`config.mk`:
```
export PLATFORM = sky130hd
export DESIGN_NAME = fetch_queue_flat
export DESIGN_NICKNAME = d
export VERILOG_FILES = /design/src/rtl/fetch_if.sv /design/src/rtl/fetch_queue.sv /design/src/flat_wrapper.sv
export SDC_FILE = /design/constraint.sdc
export NUM_CORES = 1
export LEC_CHECK = 0
export ABC_AREA = 0
export CAP_MARGIN = 20
export CORE_MARGIN = 5
export CORE_UTILIZATION = 45
export CTS_CLUSTER_DIAMETER = 200
export DETAILED_ROUTE_END_ITERATION = 7
export GPL_ROUTABILITY_DRIVEN = 0
export PLACE_DENSITY_LB_ADDON = 0.25
export SYNTH_ARGS = -nofsm -noshare
export SYNTH_HDL_FRONTEND = slang
export SYNTH_SLANG_ARGS = --single-unit
```
`constraint.sdc`:
```
create_clock -name clk -period 4.5 [get_ports clk]
set_input_delay 0.45 -clock clk [delete_from_list [all_inputs] [get_ports clk]]
set_output_delay 0.45 -clock clk [all_outputs]
set_load 0.01 [all_outputs]
```
`src/rtl/fetch_if.sv`:
```
// Fetch-queue bundle: memory read port, redirect request and decode-side instruction handshake.
interface fetch_if #(
  parameter int unsigned BITS_DATA = 32,
  parameter int unsigned BITS_ADDR = 16
) ();
  logic                 mem_rd;
  logic [BITS_ADDR-1:0] mem_addr;
  logic [BITS_DATA-1:0] mem_rdata;
  logic                 redirect;
  logic [BITS_ADDR-1:0] redirect_pc;
  logic [BITS_DATA-1:0] ir;
  logic [BITS_ADDR-1:0] ir_pc;
  logic                 ir_valid;
  logic                 ir_ready;

  modport master (
    output mem_rd, mem_addr, ir, ir_pc, ir_valid,
    input  mem_rdata, redirect, redirect_pc, ir_ready
  );

  modport slave (
    input  mem_rd, mem_addr, ir, ir_pc, ir_valid,
    output mem_rdata, redirect, redirect_pc, ir_ready
  );
endinterface

```
`src/rtl/fetch_queue.sv`:
```
// Instruction prefetch queue: one-word-per-cycle memory fetch into a DEPTH-entry FIFO with redirect.
// Define FETCH_STALL_CNT_EN to add the saturating 16-bit stall_cnt_o output.
module fetch_queue #(
  parameter int unsigned          BITS_DATA = 32,
  parameter int unsigned          BITS_ADDR = 16,
  parameter int unsigned          DEPTH     = 4,
  parameter logic [BITS_ADDR-1:0] RESET_PC  = '0
) (
  input  logic        clk,
  input  logic        reset,
  fetch_if.master     bus
`ifdef FETCH_STALL_CNT_EN
  ,
  output logic [15:0] stall_cnt_o
`endif
);

  localparam int unsigned PtrW = $clog2(DEPTH);
  localparam int unsigned CntW = PtrW + 1;
  localparam logic [CntW:0] OccLimit = (CntW + 1)'(DEPTH);

  logic [BITS_DATA-1:0] word_q [DEPTH];
  logic [BITS_ADDR-1:0] addr_q [DEPTH];

  logic [PtrW-1:0]      head_q, head_d, tail_q, tail_d;
  logic [CntW-1:0]      count_q, count_d;
  logic [BITS_ADDR-1:0] fetch_pc_q, fetch_pc_d;
  logic [BITS_ADDR-1:0] inflight_pc_q, inflight_pc_d;
  logic                 inflight_q, inflight_d;

  logic [CntW:0]        occupancy;
  logic                 issue, write_en, pop, valid;

  // An outstanding read reserves its slot, so the queue can never overflow.
  assign occupancy = {1'b0, count_q} + (CntW + 1)'(inflight_q);
  assign issue     = !reset && !bus.redirect && (occupancy < OccLimit);
  assign write_en  = inflight_q && !bus.redirect;
  assign valid     = !reset && !bus.redirect && (count_q != '0);
  assign pop       = valid && bus.ir_ready;

  assign bus.mem_rd   = issue;
  assign bus.mem_addr = fetch_pc_q;
  assign bus.ir_valid = valid;
  assign bus.ir       = word_q[head_q];
  assign bus.ir_pc    = addr_q[head_q];

  always_comb begin
    fetch_pc_d    = fetch_pc_q;
    inflight_d    = inflight_q;
    inflight_pc_d = inflight_pc_q;
    head_d        = head_q;
    tail_d        = tail_q;
    count_d       = count_q;
    if (bus.redirect) begin
      fetch_pc_d = bus.redirect_pc;
      inflight_d = 1'b0;
      head_d     = '0;
      tail_d     = '0;
      count_d    = '0;
    end else begin
      inflight_d = issue;
      if (issue) begin
        inflight_pc_d = fetch_pc_q;
        fetch_pc_d    = fetch_pc_q + BITS_ADDR'(1);
      end
      if (write_en) tail_d = tail_q + PtrW'(1);
      if (pop)      head_d = head_q + PtrW'(1);
      case ({write_en, pop})
        2'b10:   count_d = count_q + CntW'(1);
        2'b01:   count_d = count_q - CntW'(1);
        default: count_d = count_q;
      endcase
    end
  end

  always_ff @(posedge clk) begin
    if (reset) begin
      fetch_pc_q    <= RESET_PC;
      inflight_q    <= 1'b0;
      inflight_pc_q <= RESET_PC;
      head_q        <= '0;
      tail_q        <= '0;
      count_q       <= '0;
    end else begin
      fetch_pc_q    <= fetch_pc_d;
      inflight_q    <= inflight_d;
      inflight_pc_q <= inflight_pc_d;
      head_q        <= head_d;
      tail_q        <= tail_d;
      count_q       <= count_d;
    end
  end

  // Storage needs no reset; count gates visibility.
  always_ff @(posedge clk) begin
    if (!reset && write_en) begin
      word_q[tail_q] <= bus.mem_rdata;
      addr_q[tail_q] <= inflight_pc_q;
    end
  end

`ifdef FETCH_STALL_CNT_EN
  logic [15:0] stall_cnt_q;

  always_ff @(posedge clk) begin
    if (reset) begin
      stall_cnt_q <= '0;
    end else if (!valid && (stall_cnt_q != 16'hFFFF)) begin
      stall_cnt_q <= stall_cnt_q + 16'd1;
    end
  end

  assign stall_cnt_o = stall_cnt_q;
`endif

endmodule

```
`src/flat_wrapper.sv`:
```
// flat-port wrapper written by rule: the top's interface ports become plain ports
module fetch_queue_flat 
#(
  parameter int unsigned          BITS_DATA = 32,
  parameter int unsigned          BITS_ADDR = 16,
  parameter int unsigned          DEPTH     = 4,
  parameter logic [BITS_ADDR-1:0] RESET_PC  = '0
)
  (clk, reset, bus_mem_rd, bus_mem_addr, bus_ir, bus_ir_pc, bus_ir_valid, bus_mem_rdata, bus_redirect, bus_redirect_pc, bus_ir_ready);
  fetch_if #(.BITS_DATA(BITS_DATA), .BITS_ADDR(BITS_ADDR)) bus_i ();
  input  logic clk;
  input  logic reset;
  output wire logic [$bits(bus_i.mem_rd)-1:0] bus_mem_rd;
  output wire logic [$bits(bus_i.mem_addr)-1:0] bus_mem_addr;
  output wire logic [$bits(bus_i.ir)-1:0] bus_ir;
  output wire logic [$bits(bus_i.ir_pc)-1:0] bus_ir_pc;
  output wire logic [$bits(bus_i.ir_valid)-1:0] bus_ir_valid;
  input wire logic [$bits(bus_i.mem_rdata)-1:0] bus_mem_rdata;
  input wire logic [$bits(bus_i.redirect)-1:0] bus_redirect;
  input wire logic [$bits(bus_i.redirect_pc)-1:0] bus_redirect_pc;
  input wire logic [$bits(bus_i.ir_ready)-1:0] bus_ir_ready;
  assign bus_mem_rd = bus_i.mem_rd;
  assign bus_mem_addr = bus_i.mem_addr;
  assign bus_ir = bus_i.ir;
  assign bus_ir_pc = bus_i.ir_pc;
  assign bus_ir_valid = bus_i.ir_valid;
  assign bus_i.mem_rdata = bus_mem_rdata;
  assign bus_i.redirect = bus_redirect;
  assign bus_i.redirect_pc = bus_redirect_pc;
  assign bus_i.ir_ready = bus_ir_ready;
  fetch_queue #(.BITS_DATA(BITS_DATA), .BITS_ADDR(BITS_ADDR), .DEPTH(DEPTH), .RESET_PC(RESET_PC)) u_core (.clk(clk), .reset(reset), .bus(bus_i));
endmodule
```
# Word-level counts from Yosys, hierarchy flattened
# Memory sizes are Yosys's and may differ from the RTL's. A register that Yosys moved wholly into a read port is not among the register bits.
# Index checks and enable logic that the tools add are counted.
# op_classes
n_lt_le_gt_ge,1
n_addsub,6
reduce_logical,13
n_mux,9
n_eq_ne,2
bitwise,1
# ops
operator,n
2-to-1 mux 16 bit,2
"adder 16 x 1 -> 16 bit, second input constant",1
2-to-1 mux 2 bit,4
logical AND 1 bit,6
case mux 3 bit (2 select lines),1
"adder 2 x 1 -> 2 bit, second input constant",2
adder 3 x 1 -> 4 bit,1
"< comparator 4 x 3 -> 1 bit, second input constant",1
nonzero test 2 bit,2
"adder 3 x 1 -> 3 bit, second input constant",1
nonzero test 3 bit,1
"subtractor 3 x 1 -> 3 bit, second input constant",1
"equality test 2 x 1 -> 1 bit, second input constant",1
"equality test 2 bit, second input constant",1
logical NOT 1 bit,2
2-to-1 mux 1 bit,2
AND reduction 2 bit,1
OR reduction 2 bit,1
inverter 1 bit,1
# totals
ram_bits,192
inputBits,52
reg_bits,40
wordCells,40
n_memories,2
# memory_table
memory,words,width,rd,rd_clocked_by_memory_dff,wr,line,rtl
u_core.word_q,4,32,1,1,1,fetch_queue.sv:22,logic [BITS_DATA-1:0] word_q [DEPTH];
u_core.addr_q,4,16,1,1,1,fetch_queue.sv:23,logic [BITS_ADDR-1:0] addr_q [DEPTH];

# Logic depth before layout (Yosys ltp)
# depth
ltp_word,6
ltp_mapped,10
depth_no_buf,8

# Worst setup path after synthesis
# Ideal clock, no wire load.
# synth_path
path_type,input -> register
from,input port reset
to,register u_core.count_q[2]
setup_slack_ns,1.915
setup_time_ns,0.070
arrival_time_ns,2.515
stages,10
n_path_buf,2
path_cell_list,buf_2 -> or2_1 -> buf_2 -> nor3b_1 -> ha_1 -> inv_1 -> fa_1 -> xor2_1 -> or3_1 -> a21oi_1
# synth_via
elab_chain_len,6
word_cells_on_any_way,9
cone_classes,eq/ne (2); mux (1); reduce/logical (6)
# synth_rtl
item,line,rtl
from (decl),flat_wrapper.sv:12,input logic reset;
logical NOT 1 bit (*),fetch_queue.sv:38,assign valid = !reset && !bus.redirect && (count_q != '0);
logical AND 1 bit (*) (2 in series),fetch_queue.sv:38,
logical AND 1 bit (*),fetch_queue.sv:39,assign pop = valid && bus.ir_ready;
named net u_core.pop,fetch_queue.sv:32,"logic issue, write_en, pop, valid;"
equality test 2 x 1 -> 1 bit or equality test 2 bit (tied branches),fetch_queue.sv:68,"case ({write_en, pop})"
case mux 3 bit (2 select lines) or nonzero test 2 bit (tied branches),n/a,
to (signal assigned),fetch_queue.sv:90,count_q <= count_d;
to (decl),fetch_queue.sv:26,"logic [CntW-1:0] count_q, count_d;"
# Mark *: on every way through the listed nets, which the timed path passes. The rest lies on a longest branch.
# A chain may end at the register's enable or synchronous reset.

# Worst setup path after layout
# layout_path
from,input port reset
to,output port bus_mem_rd
# layout_via
elab_chain_len,3
# layout_rtl
item,line,rtl
logical NOT 1 bit,fetch_queue.sv:36,assign issue = !reset && !bus.redirect && (occupancy < OccLimit);
logical AND 1 bit (2 in series),fetch_queue.sv:36,
to (decl),flat_wrapper.sv:13,output wire logic [$bits(bus_i.mem_rd)-1:0] bus_mem_rd;
# Every way passes these cells.

==> impl_metrics.py <==
metrics = {
    "layout": {
        "num_antenna_cells": 0,
        "utilization_pct": 57.5,
        "fillerInstances": 1531,
        "final_nets": 681,
        "final_layout_size_suffix_gt1_share_pct": 16.6,
        "area_growth_pct": 26.0,
        "design_area_sq_um": 11200,
    },
    "timing": {
        "min_period_over_period_pct": 71.9,
        "finalCriticalPeriod_ns": 3.23,
        "fmax_mhz": 309,
        "worstMarginPinSlew_ns": 0.939,
        "rsz0062_at_grt": "false",
        "slew_violations": 0,
        "whs_ns": 0.493,
        "setup_viol": 0,
        "finalHoldViolations": 0,
        "maxSlewHeadroom_pct": 37.4,
        "setup_tns_ns": 0,
        "fin_skew_ns": 0.0138,
    },
    "job": {
        "maxCapViolCount": 0,
    },
    "worst_setup_path": {
        "path_max_fanout": 34,
        "slowest_delay_ns": 0.61,
        "path_common_cell": "clkdlybuf4s50_1",
        "worstPathRequired_ns": 4.05,
        "end_kind": "output port",
        "critPathArrivalTime_ns": 2.78,
        "crit_chain": "clkdlybuf4s50_1 -> buf_4 -> or2_1 -> a311o_1 -> clkinv_2 -> clkdlybuf4s50_1",
        "path_class": "in -> out",
        "startpoint_type": "input pin",
        "slowest_stage": "clkdlybuf4s50_1",
    },
    "synth": {
        "syn_nets": 553,
        "yosys_most_used_dff": "edfxtp_1",
        "netlist_area_sq_um": 8850,
        "netlist_instances": 494,
        "avgSynthCellArea_sq_um": 17.9,
        "synth.yosys.seq_area_share_pct": 74.7,
        "synth_common_cells": "edfxtp_1, mux4_2, dfxtp_1, nand2_1, a21oi_1",
        "synth-simple-area-share_pct": 5.40,
        "synth_warnings": 0,
        "ys_ff_latch": 234,
        "ys_top_cells_by_area": "edfxtp_1, mux4_2, dfxtp_1, a21oi_1, nand2_1",
        "synth_compound_area_share_pct": 4.06,
        "synth_top_family_by_area": "multiplexers",
        "synth-xor-area-share_pct": 0.495,
        "post_synth_mux_area_share_pct": 12.4,
        "yosys.area_share.adder_pct": 1.07,
        "yosysMostFrequentCell": "edfxtp_1",
        "synth_edf_count": 192,
        "ys_types": 43,
        "synth_top_area_share_pct": 65.2,
        "yosysTopAreaCell": "edfxtp_1",
        "async_flop_share_pct": 0,
    },
    "pwr": {
        "net-switching-power_mw": 0.862,
        "power_frac_seq_pct": 52.5,
        "internal-power_mw": 3.68,
        "pwr-share-comb_pct": 3.6,
        "switching_share_pct": 19.0,
        "peakVddDrop_uv": 221,
        "pwr-share-clk_pct": 43.9,
        "p_leak_nw": 3.64,
        "power_density_nw_per_um2": 407,
    },
    "detailed_routing": {
        "wire_per_inst_microns": 19.0,
        "vias_per_cell": 5.27,
        "ant_nets": 0,
        "drt-initial-drc-count": 258,
        "drt-pass1-iter-count": 4,
        "routed_wl_mm": 17.2,
        "vias": 4771,
        "drcViolationCount": 0,
    },
    "clocking": {
        "cts-buffers-inserted": 24,
        "clkTransAtPathRegs_ns": 0.06,
        "htree_levels": 1,
        "cts_tree": "yes",
        "holdBufCountCts": 0,
        "cts_setup_buffers": 0,
        "clock_path_buffers": 3,
        "cts_resized": 0,
        "clk_latency_ns": 0.50,
        "root_buffer": "clkbuf_16",
        "cts_num_sinks": 234,
    },
    "floorplan": {
        "ios": 118,
        "die_x_microns": 150,
        "coreArea_sq_um": 19400,
        "start_util_pct": 45.6,
        "dieArea_sq_um": 22600,
        "die_y_microns": 150,
        "row_count": 51,
    },
    "place": {
        "portBuffers": 117,
        "place_area_sq_um": 10300,
        "dp_hpwl_mm": 10.4,
    },
    "global_routing": {
        "gr-total-overflow": 0,
        "grt_max_degree": 49,
        "grt_antenna_before_repair": 0,
        "grtUsageTotal_pct": 15.5,
        "grt_pass1_wl_mm": 27.4,
        "grt_pass1_vias": 4963,
    },
    "run_status": {
        "status": "finished, final reports clean",
    },
    "hold_path": {
        "hold_path.class": "reg -> reg",
    },
}
[final timing paths]
check | start | cells past startpoint | slack [ns] | to
max | reset | 6 | 1.27 | bus_mem_rd
max reg2reg | u_core.count_q[0] | 8 | 2.17 | u_core.count_q[2]
min reg2reg | u_core.inflight_pc_q[4] | 0 | 0.49 | u_core.addr_q[2][4]
min | u_core.inflight_pc_q[4] | 0 | 0.49 | u_core.addr_q[2][4]
[stage by stage]
stage / worst slack [ns] / cells / power [mW]
2_1_floorplan: 1.92 / 494 / 2.49
3_3_place_gp: 1.32 / 860 / 2.58
3_5_place_dp: 1.18 / 860 / 2.59
4_1_cts: 1.20 / 904 / 4.59
5_1_grt: 1.14 / 905 / 4.71
6_report: 1.27 / 905 / 4.54
[power by group through the flow]
stage	logic [mW]	registers [mW]	clock network, mW
floorplan	0.0636	2.42	0
detailed placement	0.163	2.43	0
finish	0.165	2.38	1.99
global placement	0.159	2.42	0
CTS	0.165	2.38	2.05
global route	0.179	2.38	2.15
[sequential cells by signal (all words and copies together) (netlist names), named ones only]
name / count
u_core.inflight_q: 1
u_core.bus.mem_addr: 16
u_core.head_q: 2
u_core.inflight_pc_q: 16
u_core.count_q: 3
u_core.tail_q: 2
u_core.word_q: 128
u_core.addr_q: 64
[final cells by class]
cell class	count	area, sq um	share of cell area, %
Inverter	8	31.3	0.281
Multi-Input combinational cell	226	2080	18.7
Tap cell	265	332	2.97
Clock inverter	10	98.8	0.886
Sequential cell	234	6610	59.3
Timing Repair Buffer	128	1270	11.4
Clock buffer	34	722	6.47
[critical path: cells and delay by family]
kind                   cells  cell delay, ns
AND/OR/NAND/NOR            1            0.39
buffers and inverters      4            1.53
AO/OA/AOI/OAI              1            0.40
[cell families (layout without fill, tap and decap cells)]
logic type / count (synthesis) / count (layout)
AOI/OAI and AO/OA: 63 / 63
xor gates and xnor gates: 5 / 5
adders and majority gates: 7 / 7
buffers and inverters: 34 / 180
DFF: 234 / 234
muxes: 50 / 50
and+or+nand+nor: 101 / 101
[placed cells by master (no fill, tap or decap), drive strengths merged, types with 2 or more instances in the layout]
master         Yosys  layout
a21oi             38      38
a31oi              4       4
a32oi              4       4
and2               5       5
and3               6       6
buf               15      11
bufinv             0       2
clkbuf            11      34
clkdlybuf4s50      0     117
clkinv             1       8
dfxtp             42      42
edfxtp           192     192
ha                 6       6
inv                7       8
mux2i              2       2
mux4              48      48
nand2             42      42
nand2b             3       3
nand3              3       3
nand4              4       4
nor2              17      17
nor2b              2       2
nor3               9       9
o21ai             12      12
or2                2       2
or3                3       3
or3b               2       2
xnor2              2       2
xor2               3       3
[routing by layer]
layer | GRT usage [%] | share of wire, % | vias to the layer above
li1 | - | - | 2197
met1 | 22.7 | 45 | 2384
met2 | 23.8 | 46 | 166
met3 | 3.76 | 7.6 | 24
met4 | 3.57 | 1.4 | 0
met5 | 0 | 0 | -
No activity file was read; power rests on OpenSTA's default activity.
